<file path="config.mk">
export PLATFORM = sky130hd
export DESIGN_NAME = vga_toplevel_shell
export DESIGN_NICKNAME = d
export VERILOG_FILES = /design/src/rtl/vga_pkg.sv /design/src/rtl/vga_sync_gen.sv /design/src/rtl/vga_toplevel_shell.sv
export SDC_FILE = /design/constraint.sdc
export NUM_CORES = 1
export LEC_CHECK = 0
export CAP_MARGIN = 20
export CORE_MARGIN = 2
export CORE_UTILIZATION = 45
export DETAILED_ROUTE_END_ITERATION = 7
export GPL_TIMING_DRIVEN = 0
export PLACE_DENSITY_LB_ADDON = 0.15
export SLEW_MARGIN = 20
export SYNTH_ARGS = -nofsm -noshare
export SYNTH_HDL_FRONTEND = slang
export SYNTH_SLANG_ARGS = --single-unit
</file>
<file path="constraint.sdc">
create_clock -name FPGA_GlobalClock -period 2.2 [get_ports FPGA_GlobalClock]
set_input_delay 0.44 -clock FPGA_GlobalClock [delete_from_list [all_inputs] [get_ports FPGA_GlobalClock]]
set_output_delay 0.44 -clock FPGA_GlobalClock [all_outputs]
set_load 0.01 [all_outputs]
</file>
<file path="src/rtl/vga_pkg.sv">
// rtl/vga_pkg.sv - 640x480@60 timing constants, colour types and bar palette
package vga_pkg;

    localparam int H_ACTIVE  = 640;
    localparam int H_FP      = 16;
    localparam int H_SYNC    = 96;
    localparam int H_BP      = 48;
    localparam int H_TOTAL   = H_ACTIVE + H_FP + H_SYNC + H_BP;

    localparam int V_ACTIVE  = 480;
    localparam int V_FP      = 10;
    localparam int V_SYNC    = 2;
    localparam int V_BP      = 33;
    localparam int V_TOTAL   = V_ACTIVE + V_FP + V_SYNC + V_BP;

    localparam int BAR_WIDTH = 80;

    typedef logic [11:0] rgb12;

    localparam rgb12 BAR_WHITE   = 12'hFFF;
    localparam rgb12 BAR_YELLOW  = 12'hFF0;
    localparam rgb12 BAR_CYAN    = 12'h0FF;
    localparam rgb12 BAR_GREEN   = 12'h0F0;
    localparam rgb12 BAR_MAGENTA = 12'hF0F;
    localparam rgb12 BAR_RED     = 12'hF00;
    localparam rgb12 BAR_BLUE    = 12'h00F;
    localparam rgb12 BAR_BLACK   = 12'h000;

    function automatic rgb12 bar_colour(input logic [2:0] bar);
        case (bar)
            3'd0:    return BAR_WHITE;
            3'd1:    return BAR_YELLOW;
            3'd2:    return BAR_CYAN;
            3'd3:    return BAR_GREEN;
            3'd4:    return BAR_MAGENTA;
            3'd5:    return BAR_RED;
            3'd6:    return BAR_BLUE;
            default: return BAR_BLACK;
        endcase
    endfunction

endpackage

</file>
<file path="src/rtl/vga_sync_gen.sv">
// rtl/vga_sync_gen.sv - pixel-enable divider, h/v counters and raw sync/active decode
module vga_sync_gen
    import vga_pkg::*;
(
    input  logic       clk,
    input  logic       reset,
    output logic [9:0] h,
    output logic [9:0] v,
    output logic       active,
    output logic       hs_n,
    output logic       vs_n
);

    localparam logic [9:0] H_LAST       = 10'(H_TOTAL - 1);
    localparam logic [9:0] V_LAST       = 10'(V_TOTAL - 1);
    localparam logic [9:0] H_SYNC_FIRST = 10'(H_ACTIVE + H_FP);
    localparam logic [9:0] H_SYNC_LAST  = 10'(H_ACTIVE + H_FP + H_SYNC - 1);
    localparam logic [9:0] V_SYNC_FIRST = 10'(V_ACTIVE + V_FP);
    localparam logic [9:0] V_SYNC_LAST  = 10'(V_ACTIVE + V_FP + V_SYNC - 1);
    localparam logic [9:0] H_VIS        = 10'(H_ACTIVE);
    localparam logic [9:0] V_VIS        = 10'(V_ACTIVE);

    logic [1:0] div;
    logic       tick;

    // 100 MHz / 4 gives the 25 MHz pixel rate
    assign tick = (div == 2'd3);

    always_ff @(posedge clk) begin
        if (reset) begin
            div <= 2'd0;
            h   <= 10'd0;
            v   <= 10'd0;
        end else begin
            div <= div + 2'd1;
            if (tick) begin
                if (h == H_LAST) begin
                    h <= 10'd0;
                    v <= (v == V_LAST) ? 10'd0 : v + 10'd1;
                end else begin
                    h <= h + 10'd1;
                end
            end
        end
    end

    assign hs_n   = !((h >= H_SYNC_FIRST) && (h <= H_SYNC_LAST));
    assign vs_n   = !((v >= V_SYNC_FIRST) && (v <= V_SYNC_LAST));
    assign active = (h < H_VIS) && (v < V_VIS);

endmodule

</file>
<file path="src/rtl/vga_toplevel_shell.sv">
// rtl/vga_toplevel_shell.sv - VGA root: colour-bar pattern, output registers; VGA_BORDER_EN adds a white frame
module vga_toplevel_shell
    import vga_pkg::*;
(
    input  logic        FPGA_GlobalClock,
    input  logic        FPGA_GlobalReset,
    output logic [11:0] rgb,
    output logic        hsync,
    output logic        vsync
);

    logic [9:0] h;
    logic [9:0] v;
    logic       active;
    logic       hs_n;
    logic       vs_n;
    logic [2:0] bar;
    rgb12       pixel;

    vga_sync_gen u_sync (
        .clk    (FPGA_GlobalClock),
        .reset  (FPGA_GlobalReset),
        .h      (h),
        .v      (v),
        .active (active),
        .hs_n   (hs_n),
        .vs_n   (vs_n)
    );

    // Only meaningful while active; outside the visible width it is masked
    assign bar = 3'(h / 10'(BAR_WIDTH));

`ifdef VGA_BORDER_EN
    logic border;
    assign border = (h == 10'd0) || (h == 10'(H_ACTIVE - 1)) ||
                    (v == 10'd0) || (v == 10'(V_ACTIVE - 1));

    always_comb begin
        pixel = BAR_BLACK;
        if (active) begin
            pixel = border ? BAR_WHITE : bar_colour(bar);
        end
    end
`else
    always_comb begin
        pixel = BAR_BLACK;
        if (active) begin
            pixel = bar_colour(bar);
        end
    end
`endif

    // Everything leaves through a flop so the pins see clean, aligned edges
    always_ff @(posedge FPGA_GlobalClock) begin
        if (FPGA_GlobalReset) begin
            rgb   <= 12'h000;
            hsync <= 1'b1;
            vsync <= 1'b1;
        end else begin
            rgb   <= pixel;
            hsync <= hs_n;
            vsync <= vs_n;
        end
    end

endmodule

</file>
==> out/qor_table.md, run 1 <==
| Item | Value |
|:---|:---|
| Number of gates resized after cts | 0 |
| Logic depth of the worst register-to-register path | 6 |
| Peak Freq | 0.549 GHz |
| Residual DRC | 0 |
| Worst path slowest cell | or4_4 |
| Cell taking the most area after synthesis | dfxtp_1 |
| Vias in the first global route | 1,185 |
| Worst Hold Path Cells | 1 |
| Die outline height | 61.7 µm |
| Most used DFF post-synth | dfxtp_1 |
| Final-report hold violation count | 0 |
| Final Cell Area | 1720 µm² |
| Master cell of the clock root buffer | clkbuf_4 |
| Yosys top cell area share | 0.361 |
| TritonCTS Sinks | 27 |
| Critical Setup Path Class | reg2reg |
| First-pass iteration count of the detailed router | 4 |
| Async SR Flop Fraction | 0 |
| Mean number of vias per cell | 5.29 |
| Largest net degree at the start of global routing | 15 |
| Boundary pin count | 16 |
| Worst flop-to-flop path endpoint | u_sync.v[3]$_SDFFE_PP0P_ |
| Number of nets in the final layout | 198 |
| H-tree lvl count | 1 |
| Count of buffers inserted at the top-level ports | 14 |
| Number of setup buffers added after CTS | 0 |
| Total via count in the routed design | 1,237 |
| Clock insertion delay at the later pin of the skew report | 320 ps |
| Status | finished, final reports clean |
| Tot GR Track Use | 0.183 |
| Beginning of the worst hold path | u_sync.div[0]$_SDFF_PP0_ |
| Post-synth EDFFs | 0 |
| Largest cells by area after synthesis | dfxtp_1 36%, buf_4 4.5%, ha_1 4.2% |
| Post-route minimum period | 1820 ps |
| Count of mapped cells out of synthesis | 172 |
| Leakage dissipation | 0.635 nW |
| Wire length per cell after detailed routing | 12.4 µm |
| Clock slew at reported path FFs | 140 ps |
| Element type at the critical path end | flop |
| Nature of the critical path startpoint | flop |
| Filler cell count in the final layout | 313 |
| Cts-stage hold buffer count | 0 |
| Type of the tightest min-delay check | reg2reg |
| Global-route wire length before repair | 5120 µm |
| Final-report setup violation count | 0 |
| Detailed Route WL | 2900 µm |
| Area inside the core boundary | 3100 µm² |
| RSZ-0062 raised after global routing | false |
| Unique cell type count in the Yosys netlist | 43 |
| TritonCTS Buffers | 3 |
| Peak supply drop | 0.000380 V |
| Number of maximum-capacitance constraint violations | 0 |
| Total cell area at the placement stage | 1690 µm² |
| Critical path buffers and inverters | 1 |
| TNS Setup | 0 ps |
| Worst R2R Setup Slack | 380 ps |
| Area added between synthesis and finish | 14.8% |
| Top Family by Delay on Critical Path | simple AND/OR/NAND/NOR gates |
| DIE AREA | 3810 µm² |
| Starting DRC count in detailed routing | 27 |
| Std-Cell Rows | 20 |
| Max Transition Viols Final | 0 |
| Crit path arrival time | 2040 ps |
| Post-Syn Area per Cell | 8.71 µm² |
| Net count after synthesis | 179 |
| Required time at the endpoint of the critical path | 2410 ps |
| Synth Warn # | 0 |
| Remaining antenna violation count after routing | 0 |
| Power density over the cells | 454 nW/µm² |
| Die X | 61.7 µm |
| Relative slew margins | 0.694 |
| Clock tree from TritonCTS | done |
| Final period utilization | 0.828 |
| Fraction of final layout cells sized beyond drive strength 1 | 0.147 |
| Post-synthesis sequential area ratio | 0.361 |
| Crit path cell chain | inv_1 -> ha_1 -> nand4_1 -> or4_4 -> o21bai_2 -> a21oi_1 |
| Post-synthesis sequential element count | 27 |
| Reg2reg start | u_sync.v[0]$_SDFFE_PP0P_ |
| Hold endpoint | u_sync.div[0]$_SDFF_PP0_ |
| Slew at the pin closest to its max-slew limit | 459 ps |
| Detail Placement HPWL | 2220 µm |
| Routability-driven placement congestion ratio | 0.847 |
| Total standard cell area after synthesis | 1500 µm² |
| Congestion Overflow GR | 0 |
| Antenna violations before repair | 0 |
| Initial standard-cell utilization of the core | 0.483 |
| Highest fanout seen on the critical path | 8 |
| Max clock buf depth | 2 |
| Antenna fix cells | 0 |
| Clock Skew | 2.42 ps |
| CP peak stage delay | 520 ps |
[logic make-up (layout without fill, tap and decap cells)]
logic type      Yosys count  after routing  synth area share
compound gates           30             30             0.123
xor+xnor                 11             11            0.0643
fa+ha+maj                 6              6            0.0485
buf+inv                  25             43             0.101
flops                    27             27             0.361
mux                       2              2            0.0142
simple gates             71             71             0.288
[area by class of cell]
| type | instances | area [µm²] | area share |
|---|---|---|---|
| Tap cell | 44 | 55.1 | 0.0320 |
| Buffer | 20 | 133 | 0.0771 |
| Sequential cell | 27 | 541 | 0.314 |
| Clock buffer | 4 | 26.3 | 0.0153 |
| Multi-Input combinational cell | 120 | 806 | 0.469 |
| Timing Repair Buffer | 14 | 140 | 0.0815 |
| Inverter | 5 | 18.8 | 0.0109 |
[cell usage after synthesis, types with 6 or more instances]
library cell / count
dfxtp_1: 27
nor2_1: 14
a21oi_1: 12
buf_4: 9
o21ai_0: 9
nand2_1: 8
or3_1: 8
buf_2: 7
nand3_1: 7
nor3_1: 7
xnor2_1: 6
[worst max-delay path by stage]
stage / startpoint / to / cells after the start
global route: u_sync.v[0]$_SDFFE_PP0P_ / u_sync.v[2]$_SDFFE_PP0P_ / 6
CTS: u_sync.v[0]$_SDFFE_PP0P_ / u_sync.v[3]$_SDFFE_PP0P_ / 6
finish: u_sync.v[0]$_SDFFE_PP0P_ / u_sync.v[3]$_SDFFE_PP0P_ / 6
global placement: u_sync.v[0]$_SDFFE_PP0P_ / u_sync.v[2]$_SDFFE_PP0P_ / 6
floorplan: u_sync.div[0]$_SDFF_PP0_ / u_sync.v[3]$_SDFFE_PP0P_ / 7
detailed placement: u_sync.v[0]$_SDFFE_PP0P_ / u_sync.v[3]$_SDFFE_PP0P_ / 6
[flip-flops by register name, indices dropped and copies added, names as in the netlist]
name / count
u_sync.h: 10
u_sync.v: 10
rgb: 3
u_sync.div: 2
hsync: 1
vsync: 1
[stage by stage]
step / power, mW / setup slack (ps) / instances / util / hold slack, ps
3_5_place_dp: 0.578 / 391 / 230 / 0.546 / 417
6_report: 0.780 / 377 / 234 / 0.554 / 434
3_3_place_gp: 0.576 / 448 / 230 / 0.546 / 409
5_1_grt: 0.822 / 268 / 234 / 0.554 / 456
2_1_floorplan: 0.549 / 569 / 172 / - / 399
4_1_cts: 0.790 / 369 / 234 / 0.554 / 437
[cells in the final DEF, fill, tap and decap left out, types with 2 or more instances in the layout]
cell,n
nor3_1,7
xor2_1,5
clkbuf_4,3
nor2_1,14
nand2_1,8
xnor2_1,6
nand2b_1,2
and4b_1,2
nand4_1,4
o21ai_0,9
nor2b_1,4
and4_1,3
ha_1,5
clkdlybuf4s50_1,14
buf_4,9
buf_2,7
nor4b_1,2
a21oi_1,12
clkbuf_1,3
dfxtp_1,27
buf_6,2
inv_1,5
or3_1,8
and3_1,2
nand3_1,7
[report_power, final]
| part | switching (mW) | total, mW | internal, mW |
|---|---|---|---|
| clock | 0.142 | 0.213 | 0.0711 |
| sequential | 0.00574 | 0.503 | 0.497 |
| combinational | 0.0254 | 0.0639 | 0.0385 |
| total | 0.173 | 0.780 | 0.606 |
[metal layers]
layer,up-vias,GRT usage,part of all wire,routed length (µm)
met3,6,0.0248,0.032,92
met4,0,0.0912,0.023,66
met1,566,0.211,0.44,1290
met2,28,0.328,0.50,1450
li1,637,-,-,-
met5,-,0,0,0
(Power assumes the default switching activity.)
==> run 2: changes to the inputs <==
==> constraint.sdc (replaced) <==
create_clock -name FPGA_GlobalClock -period 1.5 [get_ports FPGA_GlobalClock]
set_input_delay 0.3 -clock FPGA_GlobalClock [delete_from_list [all_inputs] [get_ports FPGA_GlobalClock]]
set_output_delay 0.3 -clock FPGA_GlobalClock [all_outputs]
set_load 0.01 [all_outputs]
==> run 2 against run 1 <==
Against the previous run: the run now ends with setup timing left; die area did not move; core utilization rose by 7.9 points; clock power rose by 56%; cell count rose by 7.7%; power rose by 49%; clock skew rose by 5.6 ps; critical path depth fell by 2; cell area rose by 14%; fmax rose by 11%; sequential share of layout area fell by 2.3 points; non-clock buffer count rose by 18; critical path type unchanged; highest routed layer unchanged.
==> out/qor_table.md, run 2 (same netlist as run 1, synthesis figures left out) <==
| Item | Value | Delta |
|:---|:---|:---|
| Status | complete, but fails checks |  |
| Violated checks | setup timing |  |
| Die X | 61.7 µm | unchanged |
| Detail Placement HPWL | 2250 µm | +1.4% |
| Boundary pin count | 16 | unchanged |
| Crit path arrival time | 1880 ps | -160 ps |
| CP endpoint | u_sync.v[3]$_SDFFE_PP0P_ |  |
| Clock insertion delay at the later pin of the skew report | 340 ps | +20 ps |
| Number of nets in the final layout | 216 | +9.1% |
| Final period utilization | 1.09 | +0.263 |
| Fraction of final layout cells sized beyond drive strength 1 | 0.375 | +0.228 |
| Worst flop-to-flop path endpoint | u_sync.v[3]$_SDFFE_PP0P_ |  |
| Slew at the pin closest to its max-slew limit | 503 ps | +43.5 ps |
| Die outline height | 61.7 µm | unchanged |
| Initial standard-cell utilization of the core | 0.483 | unchanged |
| Congestion Overflow GR | 0 | unchanged |
| Remaining antenna violation count after routing | 0 | unchanged |
| Worst-case setup margin in the final layout | -137 ps | -515 ps |
| Max clock buf depth | 2 | unchanged |
| Global-route wire length before repair | 5690 µm | +11% |
| Starting DRC count in detailed routing | 30 | +11% |
| Clock tree from TritonCTS | done |  |
| Power density over the cells | 593 nW/µm² | +31% |
| Element type at the critical path end | flop |  |
| Antenna violations before repair | 0 | unchanged |
| Nature of the critical path startpoint | flop |  |
| First-pass iteration count of the detailed router | 4 | unchanged |
| GR met1 Demand/Resource | 0.232 | +0.0212 |
| Vias in the first global route | 1,282 | +8.2% |
| Critical path launch point | u_sync.v[7]$_SDFFE_PP0P_ |  |
| Global Route met2 Usage | 0.370 | +0.0421 |
| Required time at the endpoint of the critical path | 1740 ps | -670 ps |
| Antenna fix cells | 0 | unchanged |
| Count of buffers inserted at the top-level ports | 14 | unchanged |
| Leakage dissipation | 0.748 nW | +18% |
| Hold slack | 381 ps | -53.8 ps |
| Total via count in the routed design | 1,324 | +7.0% |
| Std-Cell Rows | 20 | unchanged |
| Registers with the most flip-flops | u_sync.h: 10 flops, u_sync.v: 10 flops, rgb: 3 flops |  |
| Wire length per cell after detailed routing | 13.4 µm | +8.2% |
| Relative slew margins | 0.665 | -0.0290 |
| Max Transition Viols Final | 0 | unchanged |
| Type of the tightest min-delay check | in2reg |  |
| Final-report setup violation count | 10 | +10 |
| Commonest cells after routing, fill and taps aside | 32 x buf_4, 14 x nor2_1, 12 x dfxtp_1, 10 x a21oi_1, 10 x dfxtp_2 |  |
| Met3 GRT Util | 0.0331 | +0.00828 |
| Tot GR Track Use | 0.200 | +0.0174 |
| Peak supply drop | 0.000396 V | +4.2% |
| Mean number of vias per cell | 5.25 | -0.61% |
| DIE AREA | 3810 µm² | unchanged |
| Critical Setup Path Class | reg2reg |  |
| Routability-driven placement congestion ratio | 0.863 | +1.9% |
| RSZ-0062 raised after global routing | true |  |
| Number of maximum-capacitance constraint violations | 0 | unchanged |
| Area added between synthesis and finish | 31.1% |  |
| Peak Freq | 0.611 GHz | +11% |
| TNS Setup | -1270 ps | -1270 ps |
| Highest fanout seen on the critical path | 8 | unchanged |
| TritonCTS Buffers | 3 | unchanged |
| Largest net degree at the start of global routing | 17 | +2 |
| Clock Skew | 7.98 ps | +5.56 ps |
| H-tree lvl count | 1 | unchanged |
| Final-report hold violation count | 0 | unchanged |
| Post-route minimum period | 1640 ps | -185 ps |
| TritonCTS Sinks | 27 | unchanged |
| Master cell of the clock root buffer | clkbuf_4 |  |
| Area inside the core boundary | 3100 µm² | unchanged |
| Logic depth of the worst register-to-register path | 4 | -2 |
| Clock slew at reported path FFs | 160 ps | +20 ps |
| Reg2reg start | u_sync.v[7]$_SDFFE_PP0P_ |  |
| Detailed Route WL | 3380 µm | +17% |
| Worst R2R Setup Slack | -140 ps | -510 ps |
| Commonest non-fill, non-tap cell in the layout | buf_4 |  |
| Overall power after layout | 1.16 mW | +49% |
| Residual DRC | 0 | unchanged |
| Most used routing layer | met2 |  |
## run 2: metal layers
metal  wire (µm)  part of all wire
met4          32            0.0095
met1        1520              0.45
met5           0                 0
met3          96             0.028
met2        1740              0.51
## run 2: worst min path at each step
stage,cells after the start,startpoint,slack (ps),to
floorplan,1,u_sync.div[0]$_SDFF_PP0_,410,u_sync.div[0]$_SDFF_PP0_
detailed placement,1,u_sync.div[0]$_SDFF_PP0_,420,u_sync.div[0]$_SDFF_PP0_
global placement,1,u_sync.div[0]$_SDFF_PP0_,410,u_sync.div[0]$_SDFF_PP0_
finish,2,FPGA_GlobalReset,380,u_sync.div[1]$_SDFF_PP0_
global route,2,FPGA_GlobalReset,410,u_sync.div[1]$_SDFF_PP0_
CTS,2,FPGA_GlobalReset,370,u_sync.div[1]$_SDFF_PP0_
## run 2: critical path, cell delays in order, from the launching register on
cell	delay (ps)
dfxtp_2	350
or3_1	360
or4_4	520
o21bai_4	240
a21oi_1	70
## run 2: area by class of cell
| class | instances | area (µm²) |
|---|---|---|
| Fill cell | 283 | 1140 |
| Multi-Input combinational cell | 120 | 887 |
| Sequential cell | 27 | 572 |
| Timing Repair Buffer | 33 | 262 |
| Buffer | 19 | 139 |
| Tap cell | 44 | 55.1 |
| Clock buffer | 3 | 22.5 |
| Inverter | 5 | 18.8 |
| Clock inverter | 1 | 7.51 |
## run 2: metrics by stage
step | util | setup slack [ps] | instance area [µm²] | instances
global route | 0.633 | -200 | 1960 | 252
floorplan | - | -4.15 | 1530 | 172
finish | 0.633 | -137 | 1960 | 252
detailed placement | 0.555 | -156 | 1720 | 230
global placement | 0.555 | -120 | 1720 | 230
CTS | 0.608 | -144 | 1890 | 249
## run 2: timing repair
item,in CTS,in global routing
setup endpoints to repair,25,20
resized for setup,33,16
gates cloned,1,0
buffers inserted,14,4
pin swaps,5,4
hold buffers,0,0
## run 2: report_power, final
group,leakage [nW],switching [mW],internal [mW]
logic,0.507,0.0438,0.0567
clock network,0.0139,0.231,0.102
registers,0.226,0.00822,0.722
total,0.748,0.283,0.881
